File: src/rtl/money_counter.sv
// Deposit-side cash counter: accumulates accepted notes per drawer session
// and reports the session total to the control unit with a one-cycle pulse.
module money_counter #(
    parameter int BALANCE_WIDTH    = 16,
    parameter int MAX_NOTES        = 40,
    parameter int NOTE_COUNT_WIDTH = $clog2(MAX_NOTES + 1),
    parameter int IDLE_TIMEOUT     = 1000,
    parameter int TIMEOUT_WIDTH    = $clog2(IDLE_TIMEOUT)
) (
    input  logic                        clk,
    input  logic                        RST,
    input  logic                        In_Drawer_En,
    input  logic                        In_Drawer_Closed,
    input  logic                        In_Note_Valid,
    input  logic [1:0]                  In_Note_Denom,
    output logic                        Out_Money_Counter_Valid,
    output logic [BALANCE_WIDTH-1:0]    Out_Money_Counter_Amount,
    output logic [NOTE_COUNT_WIDTH-1:0] Out_Note_Count,
    output logic                        Out_Return_Note,
    output logic                        Out_Busy
);

    localparam int VW = BALANCE_WIDTH + 1;

    typedef enum logic [1:0] {
        IDLE,
        COLLECT,
        REPORT,
        WAIT_RELEASE
    } state_t;

    state_t                      state_q, state_d;
    logic [BALANCE_WIDTH-1:0]    amount_q, amount_d;
    logic [NOTE_COUNT_WIDTH-1:0] count_q, count_d;
    logic [TIMEOUT_WIDTH-1:0]    timer_q, timer_d;
    logic                        valid_q, valid_d;
    logic                        ret_q, ret_d;
    logic                        busy_q, busy_d;

    logic [VW-1:0] value;
    logic [VW-1:0] sum;
    logic          reject;
    logic          end_cond;

    always_comb begin
        unique case (In_Note_Denom)
            2'd0:    value = VW'(10);
            2'd1:    value = VW'(20);
            2'd2:    value = VW'(50);
            default: value = VW'(100);
        endcase
    end

    // The extra sum bit catches accumulation past the amount width.
    assign sum      = {1'b0, amount_q} + value;
    assign reject   = (count_q == NOTE_COUNT_WIDTH'(MAX_NOTES)) || sum[BALANCE_WIDTH];
    assign end_cond = !In_Drawer_En || In_Drawer_Closed ||
                      ((timer_q == TIMEOUT_WIDTH'(IDLE_TIMEOUT - 1)) && !In_Note_Valid);

    always_comb begin
        state_d  = state_q;
        amount_d = amount_q;
        count_d  = count_q;
        timer_d  = timer_q;
        ret_d    = 1'b0;
        unique case (state_q)
            IDLE: begin
                if (In_Drawer_En) begin
                    state_d  = COLLECT;
                    amount_d = '0;
                    count_d  = '0;
                    timer_d  = '0;
                end
            end
            COLLECT: begin
                if (In_Note_Valid) begin
                    timer_d = '0;
                    if (reject) begin
                        ret_d = 1'b1;
                    end else begin
                        amount_d = sum[BALANCE_WIDTH-1:0];
                        count_d  = count_q + 1'b1;
                    end
                end else begin
                    timer_d = timer_q + 1'b1;
                end
                if (end_cond) begin
                    state_d = REPORT;
                end
            end
            REPORT: begin
                state_d = In_Drawer_En ? WAIT_RELEASE : IDLE;
            end
            WAIT_RELEASE: begin
                if (!In_Drawer_En) begin
                    state_d = IDLE;
                end
            end
            default: state_d = IDLE;
        endcase
        valid_d = (state_d == REPORT);
        busy_d  = (state_d == COLLECT) || (state_d == REPORT);
    end

    always_ff @(posedge clk) begin
        if (RST) begin
            state_q  <= IDLE;
            amount_q <= '0;
            count_q  <= '0;
            timer_q  <= '0;
            valid_q  <= 1'b0;
            ret_q    <= 1'b0;
            busy_q   <= 1'b0;
        end else begin
            state_q  <= state_d;
            amount_q <= amount_d;
            count_q  <= count_d;
            timer_q  <= timer_d;
            valid_q  <= valid_d;
            ret_q    <= ret_d;
            busy_q   <= busy_d;
        end
    end

    assign Out_Money_Counter_Valid  = valid_q;
    assign Out_Money_Counter_Amount = amount_q;
    assign Out_Note_Count           = count_q;
    assign Out_Return_Note          = ret_q;
    assign Out_Busy                 = busy_q;

endmodule
File: config.mk
export PLATFORM = sky130hd
export DESIGN_NAME = money_counter
export DESIGN_NICKNAME = d
export VERILOG_FILES = /design/src/rtl/money_counter.sv
export SDC_FILE = /design/constraint.sdc
export NUM_CORES = 1
export LEC_CHECK = 0
export ABC_AREA = 1
export CAP_MARGIN = 10
export CORE_MARGIN = 4
export CORE_UTILIZATION = 55
export DETAILED_ROUTE_END_ITERATION = 10
export DONT_BUFFER_PORTS = 1
export GPL_ROUTABILITY_DRIVEN = 0
export PLACE_DENSITY = 0.73
export SLEW_MARGIN = 20
export SYNTH_ARGS = -nofsm -noshare
export SYNTH_HDL_FRONTEND = slang
export SYNTH_SLANG_ARGS = --single-unit
File: constraint.sdc
create_clock -name clk -period 5.2 [get_ports clk]
set_input_delay 0.52 -clock clk [delete_from_list [all_inputs] [get_ports clk]]
set_output_delay 0.52 -clock clk [all_outputs]
set_load 0.05 [all_outputs]
; After elaboration in Yosys (flattened, before gate mapping)
; Index checks and enable logic that the tools add are counted.
[op_classes]
n_eq_ne = 12
mux = 18
bitwise_logic = 2
n_addsub = 3
n_reduce_logical = 13
[op_table]
columns = op, count
row1 = 16-bit 2-to-1 mux, 3
row2 = 16-bit case mux with 2 select lines, 1
row3 = 7-bit case mux with 3 select lines, 1
row4 = 10-bit 2-to-1 mux, 2
row5 = 10-bit case mux with 2 select lines, 1
row6 = 6-bit 2-to-1 mux, 3
row7 = 16-bit by 17-bit adder with 17-bit output, 1
row8 = 6-bit case mux with 2 select lines, 1
row9 = "10-bit by 1-bit adder with 10-bit output, second input constant", 1
row10 = "10-bit equality test, second input constant", 1
row11 = "2-bit equality test, second input constant", 4
row12 = 2-bit 2-to-1 mux, 4
row13 = 2-bit case mux with 4 select lines, 1
row14 = "6-bit by 1-bit adder with 6-bit output, second input constant", 1
row15 = "2-bit by 1-bit equality test with 1-bit output, second input constant", 3
row16 = "6-bit equality test, second input constant", 1
row17 = "2-bit != test, second input constant", 3
row18 = 2-bit logical NOT, 2
row19 = 1-bit logical OR, 4
row20 = 4-bit AND reduction, 1
row21 = 3-bit OR reduction, 1
row22 = 1-bit logical NOT, 2
row23 = 1-bit NOT, 2
row24 = 2-bit AND reduction, 1
row25 = other kinds (3), 3
[totals]
input_bits = 7
elab_cells = 55
register_bits = 37

; Logic depth before layout (Yosys ltp)
; Gate-level depths: netlist of run 1.
[logic_depth]
ltp_word = 7
depth_mapped = 17
depth_no_buf = 16

; Least setup slack after synthesis of run 1
; OpenSTA, ideal clock, no wires.
[synth_timing]
path_type = input port to flip-flop
start = in In_Note_Denom[0]
end = reg amount_q[7] (netlist: Out_Money_Counter_Amount[7])
slack_ps = 2882
n_path_buf = 0
t_arrival_ps = 2246
path_stages = 15
path_cell_list = inv_1 -> ha_1 -> nor2_1 -> nor2_1 -> ha_1 -> fa_1 -> nand2_1 -> nand2_1 -> nand3_1 -> nand2_1 -> nand2_1 -> nand2_1 -> nor2_1 -> nand3_1 -> a21oi_1
[synth_via]
elab_chain_cells = 6
elab_cells_between_ends = 11
cone_classes = 1 x add/sub / 3 x eq/ne / 4 x mux / 3 x reduce/logical
[synth_lines]
columns = element, line_no
row1 = start: declaration, 15  ; input logic [1:0] In_Note_Denom,
row2 = "2-bit equality test, or another cell as far along", 46  ; unique case (In_Note_Denom)
row3 = 7-bit case mux with 3 select lines (*), 46
row4 = 16-bit by 17-bit adder with 17-bit output (*), 55  ; assign sum = {1'b0, amount_q} + value;
row5 = 16-bit 2-to-1 mux or 1-bit logical OR (tied branches), "78, 56"
row6 = 16-bit 2-to-1 mux or 2-bit != test (tied branches), --
row7 = 16-bit case mux with 2 select lines or 4-bit AND reduction (tied branches), --
row8 = end signal: assignment, 116  ; amount_q <= amount_d;
row9 = end: declaration, 33  ; logic [BALANCE_WIDTH-1:0] amount_q, amount_d;
; Mark *: on every way between the ends. The rest lies on a longest branch, timed or not. The select of a mux whose other input is x is not followed.
; A chain may end at the register's enable or synchronous reset.

; Worst setup path in the final report of run 1
[layout_timing]
start = reg amount_q[6] (netlist: Out_Money_Counter_Amount[6])
end = reg count_q[1] (netlist: Out_Note_Count[1])
[layout_via]
elab_chain_cells = 4
[layout_lines]
columns = element, line_no
row1 = 16-bit by 17-bit adder with 17-bit output, 55
row2 = 1-bit logical OR, 56  ; assign reject = (count_q == NOTE_COUNT_WIDTH'(MAX_NOTES)) || sum[BALANCE_WIDTH];
row3 = 2-bit != test (no line), --
row4 = 4-bit AND reduction (no line), --
row5 = end signal: assignment, 117  ; count_q <= count_d;
row6 = end: declaration, 34  ; logic [NOTE_COUNT_WIDTH-1:0] count_q, count_d;
; Every way passes these cells.

==> results of run 1 <==
state kept, by name, summed over array words and instances, names as in the netlist:
name,count
state_q,2
Out_Money_Counter_Valid,1
Out_Busy,1
Out_Money_Counter_Amount,15
Out_Note_Count,6
timer_q,10
Out_Return_Note,1
layout by cell type (no fill, tap or decap):
| master | Yosys | final |
|---|---|---|
| inv_1 | 50 | 50 |
| inv_2 | 2 | 2 |
| clkbuf_1 | 3 | 1 |
| a21oi_1 | 22 | 22 |
| or2_2 | 1 | 1 |
| conb_1 | 1 | 1 |
| nor3b_1 | 1 | 1 |
| xor2_1 | 1 | 1 |
| nor3_1 | 4 | 4 |
| nor2_1 | 64 | 64 |
| or2_1 | 1 | 1 |
| nand2_2 | 5 | 5 |
| o21bai_1 | 1 | 1 |
| clkinv_2 | 0 | 1 |
| nand3b_1 | 1 | 1 |
| a21oi_2 | 1 | 1 |
| nor2_4 | 5 | 5 |
| nand3_2 | 1 | 1 |
| clkbuf_8 | 0 | 5 |
| fa_1 | 1 | 1 |
| nor2_2 | 4 | 4 |
| ha_1 | 14 | 14 |
| nand2_1 | 86 | 86 |
| nand4_1 | 5 | 5 |
| nand2_4 | 2 | 2 |
| nor4_1 | 1 | 1 |
| o21ai_0 | 12 | 12 |
| nand3_1 | 42 | 42 |
| dfxtp_1 | 36 | 36 |
cell type report:
class,instances,area (µm²),area share (%)
Clock buffer,6,72.6,2.96
Tap cell,50,62.6,2.55
Inverter,52,195,7.96
Clock inverter,1,5.00,0.204
Sequential cell,36,721,29.4
Multi-Input combinational cell,276,1400,57.0
final timing paths:
check | cells past startpoint | to | slack (ps)
max | 12 | Out_Note_Count[1]$_SDFFE_PP0P_ | 2680
min | 1 | Out_Busy$_SDFF_PP0_ | 300
max reg2reg | 12 | Out_Note_Count[1]$_SDFFE_PP0P_ | 2680
min reg2reg | 2 | timer_q[9]$_SDFFE_PP0P_ | 470
cells by family after synthesis:
group	Yosys count	share of synthesized area, %
compound gates	36	7.78
buf+inv	63	11.6
fa+ha+maj	15	8.15
other cells	1	0.157
flops	36	30.1
xor+xnor	1	0.366
simple gates	223	41.9
critical path, delay by kind of cell, from the launching register on:
family / cells / cell delay [ps]
simple gates: 8 / 910
flops: 1 / 700
fa+ha+maj: 1 / 390
buf+inv: 2 / 310
compound gates: 1 / 150
layer usage:
| layer | up-vias | GRT usage [%] |
|---|---|---|
| met3 | 7 | 3.11 |
| met5 | - | 0 |
| met1 | 975 | 25.7 |
| li1 | 1170 | - |
| met4 | 0 | 8.45 |
| met2 | 60 | 34.6 |
through the flow:
stage          total power [mW]  hold slack (ps)  area (µm²)  std cells  util [%]
4_1_cts                   0.645              286        2450        421      59.6
2_1_floorplan             0.445              443        2400        375         -
6_report                  0.638              296        2450        421      59.6
3_5_place_dp              0.462              459        2380        414      57.7
3_3_place_gp              0.461              458        2380        414      57.7
5_1_grt                   0.674              282        2450        421      59.6
power by group:
group / internal [mW] / switching (mW)
Clock: 0.0910 / 0.0912
Sequential: 0.289 / 0.0577
Combinational: 0.0382 / 0.0709
Total: 0.418 / 0.220
==> results_dict.tcl, run 1 <==
set metrics [dict create \
    slew_violations 0 \
    core_um2 4120 \
    yosys.area.top_type "dfxtp_1" \
    worstSkewPairLatency_ps 280 \
    drive_gt1_share_pct 7.28 \
    maxCapViolations 0 \
    yosysWarnings 0 \
    cts_buffers 5 \
    hp-class "primary input to register" \
    preCtsSetupSlack_ps 2570 \
    cts.clk_slew.worst_paths_ps 70 \
    clock.fmax_mhz 397 \
    dr.pass1.iters 4 \
    synth.most_common_cell "nand2_1" \
    grt.total_usage_pct 20.4 \
    wl_met3_um 280 \
    cp_common_cell "nand2_2" \
    finalHoldViolations 0 \
    min_period_over_period_pct 48.5 \
    fp.dieArea_um2 5480 \
    rr_startpoint "Out_Money_Counter_Amount[6]$_SDFFE_PP0P_" \
    ys_seq_area_share_pct 30.1 \
    nNetsFinal 393 \
    vias_per_cell 5.25 \
    cts_resized 0 \
    rsz0062_at_grt "false" \
    crit_chain "ha_1, nand2_2, inv_1, a21oi_2, nand2_2, nand2_2, nand2_2, nand2_4, nand2_4, inv_2, nor2_1, nor2_1" \
    start_util_pct 58.2 \
    required_ps 5420 \
    setup_viol 0 \
    tightest_slew_ps 719 \
    crit_start "Out_Money_Counter_Amount[6]$_SDFFE_PP0P_" \
    synth.avg_cell_area_um2 6.39 \
    tns_ps 0 \
    dr_wl_met2_um 2420 \
    startpoint_type "register" \
    ctsRootBufferMaster "clkbuf_8" \
    m1WireLength_um 2390 \
    cts_sinks 36 \
    cts_max_level 2 \
    ys_top_cells_by_area "dfxtp_1 (30%), nand2_1 (13%), nor2_1 (10%)" \
    end_kind "register" \
    synth_nets 397 \
    post_cts_buffers 0 \
    syn2layout_area_growth_pct 2.40 \
    cpPeakStageDelay_ps 700 \
    highest-signal-layer "met4" \
    grt_max_degree 23 \
    worst_slack_ps 2680 \
    clk_path_buf_depth 2 \
    critPathSlowestCell "dfxtp_1" \
    routedWlPerCell_um 12.3 \
    yosys_register_bits 36 \
    drt_iter0_drc 142 \
    fin_crit_ps 2520 \
    power_leakage_nw 1.08 \
    die_x_um 74.0 \
    crit_type "register to register" \
    synthesis.area_um2 2400 \
    die_h_um 74.0 \
    finClkSkew_ps 5.65 \
    relSlewSlack_pct 52.0 \
    port_buffers 0 \
    arrival_ps 2740 \
    antenna_cells 0 \
    antenna_found_initial 0 \
    grt_pass1_vias 2008 \
    status "finished clean" \
    cp_max_fo 22 \
    core.rowCount 23 \
    yosys.cell_types.count 31 \
    min_from "RST" \
    synthTopCellsByCount "nand2_1 (86), nor2_1 (64), inv_1 (50)" \
    vias 2212 \
    peakVddDrop_mv 0.193 \
    synth_top_cell_area_share_pct 30.1 \
    powerDensity_nw_per_um2 260 \
    tritoncts "yes" \
    synth_edf_count 0 \
    grt_overflow 0 \
    grt_pass1_wl_um 8850 \
    wirelength_um 5170 \
    post-dp-hpwl_um 3870 \
    async_reset_ff_share_pct 0 \
    postSynthCellCount 375 \
    fillers 427 \
    remaining_drc_errors 0 \
    final_antenna_net_count 0 \
    synth_ff_type "dfxtp_1" \
    boundaryPins 32 \
    ctsHoldBuffers 0 \
]
No activity file was read; power rests on OpenSTA's default activity.
==> run 2, diff against run 1 <==
--- a/config.mk
+++ b/config.mk
@@ -12,7 +12,7 @@
 export DETAILED_ROUTE_END_ITERATION = 10
 export DONT_BUFFER_PORTS = 1
 export GPL_ROUTABILITY_DRIVEN = 0
-export PLACE_DENSITY = 0.73
+export PLACE_DENSITY = 0.76
 export SLEW_MARGIN = 20
 export SYNTH_ARGS = -nofsm -noshare
 export SYNTH_HDL_FRONTEND = slang
==> constraint.sdc (replaced) <==
create_clock -name clk -period 2.3 [get_ports clk]
set_input_delay 0.23 -clock clk [delete_from_list [all_inputs] [get_ports clk]]
set_output_delay 0.23 -clock clk [all_outputs]
set_load 0.05 [all_outputs]
==> results_dict.tcl, run 2 (synthesis gave the netlist of run 1 again) <==
set metrics [dict create \
    status "finished clean" \
    grt.total_usage_pct 22.5 \
    cts.clk_slew.worst_paths_ps 80 \
    crit_chain "inv_1, ha_1, nor2_1, nor2_1, ha_1, fa_1, nand2_1, nand2_1, nand3_1, nand2_1, nand2_1, nand2_1, nor2_1, nand3_1, a21oi_1" \
    cpPeakStageDelay_ps 410 \
    p_comb_share_pct 26.2 \
    vias_per_cell 5.21 \
    cp_max_fo 4 \
    crit_start "In_Note_Denom[0]" \
    grt_pass1_vias 2257 \
    switching_power_uw 526 \
    hold_slack_ps 4.80 \
    relSlewSlack_pct 57.5 \
    start_util_pct 58.2 \
    final_antenna_net_count 0 \
    clk_path_buf_depth 2 \
    fin_util_pct 65.1 \
    wl_met3_um 368 \
    wirelength_um 5560 \
    min_from "RST" \
    ctsRootBufferMaster "clkbuf_8" \
    largest_register_ffs 15 \
    rsz0062_at_grt "false" \
    multi_input_area_um2 1400 \
    fp.dieArea_um2 5480 \
    seq_power_share_pct 45.4 \
    cp_common_cell "nand2_1" \
    drive_gt1_share_pct 13.3 \
    grt_pass1_wl_um 9750 \
    layout_commonest_cell "nand2_1" \
    crit_type "primary input to register" \
    clock.fmax_mhz 493 \
    rr_startpoint "Out_Money_Counter_Amount[1]$_SDFFE_PP0P_" \
    final_cell_mix "nand2_1 (86), nor2_1 (64), inv_1 (50)" \
    post-dp-hpwl_um 4230 \
    core.rowCount 23 \
    drt_iter0_drc 166 \
    p_sw_share_pct 34.8 \
    highest-signal-layer "met4" \
    routedWlPerCell_um 12.4 \
    seq_area_um2 721 \
    power.share.clock_pct 28.4 \
    worstSkewPairLatency_ps 290 \
    tightest_slew_ps 636 \
    vias 2344 \
    end_kind "register" \
    syn2layout_area_growth_pct 11.8 \
    die_h_um 74.0 \
    grt_max_degree 21 \
    cts_buffers 5 \
    antenna_cells 0 \
    required_ps 2520 \
    cts_max_level 2 \
    boundaryPins 32 \
    dr.pass1.iters 4 \
    m1WireLength_um 2430 \
    remaining_drc_errors 0 \
    finalHoldViolations 0 \
    finClkSkew_ps 7.77 \
    min_period_over_period_pct 88.2 \
    fillers 392 \
    maxCapViolations 0 \
    antenna_found_initial 0 \
    setup_viol 0 \
    p_int_uw 983 \
    powerDensity_nw_per_um2 563 \
    hp-class "primary input to register" \
    cts_resized 0 \
    nNetsFinal 422 \
    port_buffers 0 \
    grt_overflow 0 \
    power_leakage_nw 1.23 \
    dr_wl_met2_um 2720 \
    startpoint_type "primary input" \
    slew_violations 0 \
    peakVddDrop_mv 0.341 \
    placed_area_um2 2570 \
    arrival_ps 2250 \
    cts_sinks 36 \
    tritoncts "yes" \
    fin_crit_ps 2030 \
    final_cell_area_um2 2680 \
    tns_ps 0 \
    die_x_um 74.0 \
    core_um2 4120 \
    critPathSlowestCell "fa_1" \
]
[run 2: final cells by class]
| type | count | area share, % |
|---|---|---|
| Multi-Input combinational cell | 276 | 52.2 |
| Sequential cell | 36 | 26.9 |
| Timing Repair Buffer | 29 | 8.41 |
| Inverter | 52 | 7.29 |
| Clock buffer | 6 | 2.71 |
| Tap cell | 50 | 2.34 |
| Clock inverter | 1 | 0.187 |
[run 2: worst max-delay path: cells and delay by family]
kind                     cells  cell delay [ps]
AO/OA/AOI/OAI                1              140
AND/OR/NAND/NOR             10              990
adder cells (fa/ha/maj)      3              850
buffers and inverters        1               30
[run 2: metal layers]
layer	global-route usage, %	vias to the layer above
li1	-	1230
met2	38.8	61
met1	27.4	1045
met3	5.54	8
met4	7.24	0
met5	0	-
[run 2: metrics by stage]
step                power, mW  std cells  setup slack, ps
floorplan                1.01        375              262
global placement         1.08        440             14.4
detailed placement       1.09        440             5.36
CTS                      1.52        449              301
global route             1.59        450             58.8
finish                   1.51        450              271
[run 2: repair_timing]
action / CTS / global route
hold endpoints to repair: 2 / 1
endpoints found under the setup margin: 0 / 0
buffers inserted: 0 / 0
hold buffers: 2 / 1
[run 2: power by group through the flow]
stage	combinational (mW)	clock (mW)	sequential, mW
after global routing	0.439	0.463	0.689
after CTS	0.393	0.439	0.684
final	0.396	0.429	0.684
after global placement	0.383	0	0.698
after detailed placement	0.389	0	0.699
after floorplan	0.222	0	0.784
[run 2: final timing paths]
check,end,slack (ps),cells past startpoint
max,Out_Money_Counter_Amount[7]$_SDFFE_PP0P_,270,15
min,Out_Money_Counter_Valid$_SDFF_PP0_,5,1
max reg2reg,Out_Money_Counter_Amount[7]$_SDFFE_PP0P_,300,11
min reg2reg,timer_q[1]$_SDFFE_PP0P_,480,2
==> run 3, diff against run 2 <==
--- a/config.mk
+++ b/config.mk
@@ -5,7 +5,6 @@
 export SDC_FILE = /design/constraint.sdc
 export NUM_CORES = 1
 export LEC_CHECK = 0
-export ABC_AREA = 1
 export CAP_MARGIN = 10
 export CORE_MARGIN = 4
 export CORE_UTILIZATION = 55
==> results_dict.tcl, run 3 <==
set metrics [dict create \
    tritoncts "yes" \
    core_um2 4030 \
    startpoint_type "register" \
    tightest_slew_ps 654 \
    maxCapViolations 0 \
    clock.fmax_mhz 476 \
    antenna_cells 0 \
    instances_no_fill 349 \
    yosys.area.top_type "dfxtp_1" \
    cts_sinks 36 \
    cpPeakStageDelay_ps 380 \
    switching_power_uw 363 \
    setup_viol 0 \
    grt_pass1_vias 1989 \
    min_period_over_period_pct 91.4 \
    p_comb_share_pct 13.2 \
    antenna_found_initial 0 \
    r2r_slack_ps 200 \
    synth_edf_count 0 \
    synth.most_common_cell "dfxtp_1" \
    synth_nets 290 \
    p_sw_share_pct 27.9 \
    final_cell_area_um2 2670 \
    largest_register_ffs 15 \
    ctsRootBufferMaster "clkbuf_8" \
    fin_crit_ps 2100 \
    preCtsSetupSlack_ps -71.6 \
    power.share.clock_pct 37.4 \
    start_util_pct 57.2 \
    clk_path_buf_depth 2 \
    placed_area_um2 2540 \
    r2r-end "Out_Money_Counter_Amount[11]$_SDFFE_PP0P_" \
    synthTopCellsByCount "dfxtp_1 (36), nand2_1 (25), nor2_1 (25)" \
    fin_util_pct 66.2 \
    relSlewSlack_pct 56.3 \
    drt_iter0_drc 123 \
    dr.pass1.iters 4 \
    synth_top_cell_area_share_pct 31.3 \
    tns_ps 0 \
    arrival_ps 2330 \
    seq_power_share_pct 49.5 \
    wirelength_um 5610 \
    slew_violations 0 \
    synth_ff_type "dfxtp_1" \
    yosys_register_bits 36 \
    cts_buffers 5 \
    synthesis.area_um2 2300 \
    crit_type "register to register" \
    grt_max_degree 18 \
    grt_pass1_wl_um 9420 \
    whs_endpoint "state_q[1]$_SDFF_PP0_" \
    routedWlPerCell_um 16.1 \
    critPathSlowestCell "fa_1" \
    boundaryPins 32 \
    synth.avg_cell_area_um2 8.59 \
    rsz0062_at_grt "false" \
    core.rowCount 23 \
    worstSkewPairLatency_ps 290 \
    async_reset_ff_share_pct 0 \
    powerDensity_nw_per_um2 488 \
    finClkSkew_ps 3.90 \
    status "finished clean" \
    vias 2115 \
    grt_overflow 0 \
    yosysWarnings 0 \
    power_leakage_nw 1.10 \
    p_int_uw 938 \
    dpl.cell_count 338 \
    vias_per_cell 6.06 \
    die_h_um 72.7 \
    layout_commonest_cell "dfxtp_1" \
    yosys.cell_types.count 66 \
    cts.clk_slew.worst_paths_ps 70 \
    port_buffers 0 \
    crit_family "compound AO/OA/AOI/OAI gates" \
    grt.total_usage_pct 22.5 \
    hp-class "primary input to register" \
    crit_chain "ha_1, fa_1, a211o_1, o211ai_1, a21oi_1, a31o_2, nand3_1" \
    ys_top_cells_by_area "dfxtp_1 (31%), ha_1 (7.6%), nand3_1 (4.3%)" \
    post_cts_buffers 0 \
    nNetsFinal 320 \
    die_x_um 72.7 \
    finalHoldViolations 0 \
    required_ps 2530 \
    cts_max_level 2 \
    ys_seq_area_share_pct 31.3 \
    worst_slack_ps 198 \
    fp.dieArea_um2 5290 \
    syn2layout_area_growth_pct 15.9 \
    min_delay_path_depth 1 \
    postSynthCellCount 268 \
    end_kind "register" \
    crit_buf_inv 0 \
    final_cell_mix "dfxtp_1 (36), buf_4 (34), nor2_1 (25), nand2_1 (25), nand3_1 (20)" \
    rr_startpoint "Out_Money_Counter_Amount[1]$_SDFFE_PP0P_" \
    drive_gt1_share_pct 20.1 \
    reg2regPathDepth 7 \
    peakVddDrop_mv 0.357 \
    cp_max_fo 6 \
    min_from "RST" \
    post-dp-hpwl_um 4040 \
    remaining_drc_errors 0 \
    final_antenna_net_count 0 \
]
run 3: cell count changes after synthesis, sizes merged, moves of 5 or more:
cell	before	now
xor2	1	6
nand4	5	12
nand3	43	20
nor2	73	26
inv	52	10
nand2	93	25
a21oi	23	9
a31oi	0	5
o311ai	0	6
run 3: worst max-delay path by stage:
stage	endpoint	slack (ps)	start	cells past startpoint
after floorplan	Out_Note_Count[2]$_SDFFE_PP0P_	20	Out_Money_Counter_Amount[2]$_SDFFE_PP0P_	7
after global placement	Out_Money_Counter_Amount[11]$_SDFFE_PP0P_	-10	In_Note_Denom[0]	11
after detailed placement	Out_Money_Counter_Amount[11]$_SDFFE_PP0P_	-70	In_Note_Denom[0]	11
after CTS	Out_Money_Counter_Amount[11]$_SDFFE_PP0P_	220	Out_Money_Counter_Amount[1]$_SDFFE_PP0P_	7
after global routing	Out_Money_Counter_Amount[5]$_SDFFE_PP0P_	60	Out_Money_Counter_Amount[3]$_SDFFE_PP0P_	6
final	Out_Money_Counter_Amount[11]$_SDFFE_PP0P_	200	Out_Money_Counter_Amount[1]$_SDFFE_PP0P_	7
run 3: cells by family after synthesis:
kind of cell | count (synthesis) | synth area share [%]
adders and majority gates | 15 | 8.47
other | 1 | 0.163
and+or+nand+nor | 120 | 28.2
buffers and inverters | 24 | 5.49
muxes | 1 | 0.435
xor gates and xnor gates | 10 | 3.80
AOI/OAI and AO/OA | 61 | 22.2
DFF | 36 | 31.3
run 3: repair_timing:
| action | in CTS | in global routing |
|---|---|---|
| hold buffers | 2 | 1 |
| resized for setup | 0 | 0 |
| setup endpoints to repair | 0 | 0 |
| hold endpoints to repair | 7 | 3 |
run 3: stage by stage:
stage	hold WS [ps]	power, mW
2_1_floorplan	376	0.784
3_3_place_gp	301	0.817
3_5_place_dp	303	0.820
4_1_cts	0.585	1.31
5_1_grt	4.59	1.36
6_report	12.7	1.30
run 3: power by group through the flow:
| stage | Sequential [mW] | Combinational (mW) | Clock (mW) |
|---|---|---|---|
| floorplan | 0.667 | 0.117 | 0 |
| global placement | 0.658 | 0.158 | 0 |
| detailed placement | 0.659 | 0.162 | 0 |
| CTS | 0.644 | 0.168 | 0.500 |
| global route | 0.645 | 0.189 | 0.521 |
| finish | 0.644 | 0.171 | 0.486 |
run 3: layer usage:
layer	global-route usage (%)	up-vias	part of all wire [%]
met5	0	-	0
met4	7.58	0	1.1
met2	35.2	62	47
met3	5.37	6	7.4
li1	-	1043	-
met1	30.5	1004	45
run 3: cell type report:
| cell class | count | area (µm²) |
|---|---|---|
| Sequential cell | 36 | 721 |
| Fill cell | 348 | 1360 |
| Clock inverter | 1 | 7.51 |
| Inverter | 10 | 37.5 |
| Multi-Input combinational cell | 208 | 1470 |
| Timing Repair Buffer | 37 | 285 |
| Clock buffer | 7 | 86.3 |
| Tap cell | 50 | 62.6 |
run 3: worst reg2reg max path, stage by stage (launching register included):
cell and delay [ps]:
dfxtp_1 340, ha_1 220, fa_1 380, a211o_1 300, o211ai_1 170, a21oi_1 250, a31o_2 300, nand3_1 90
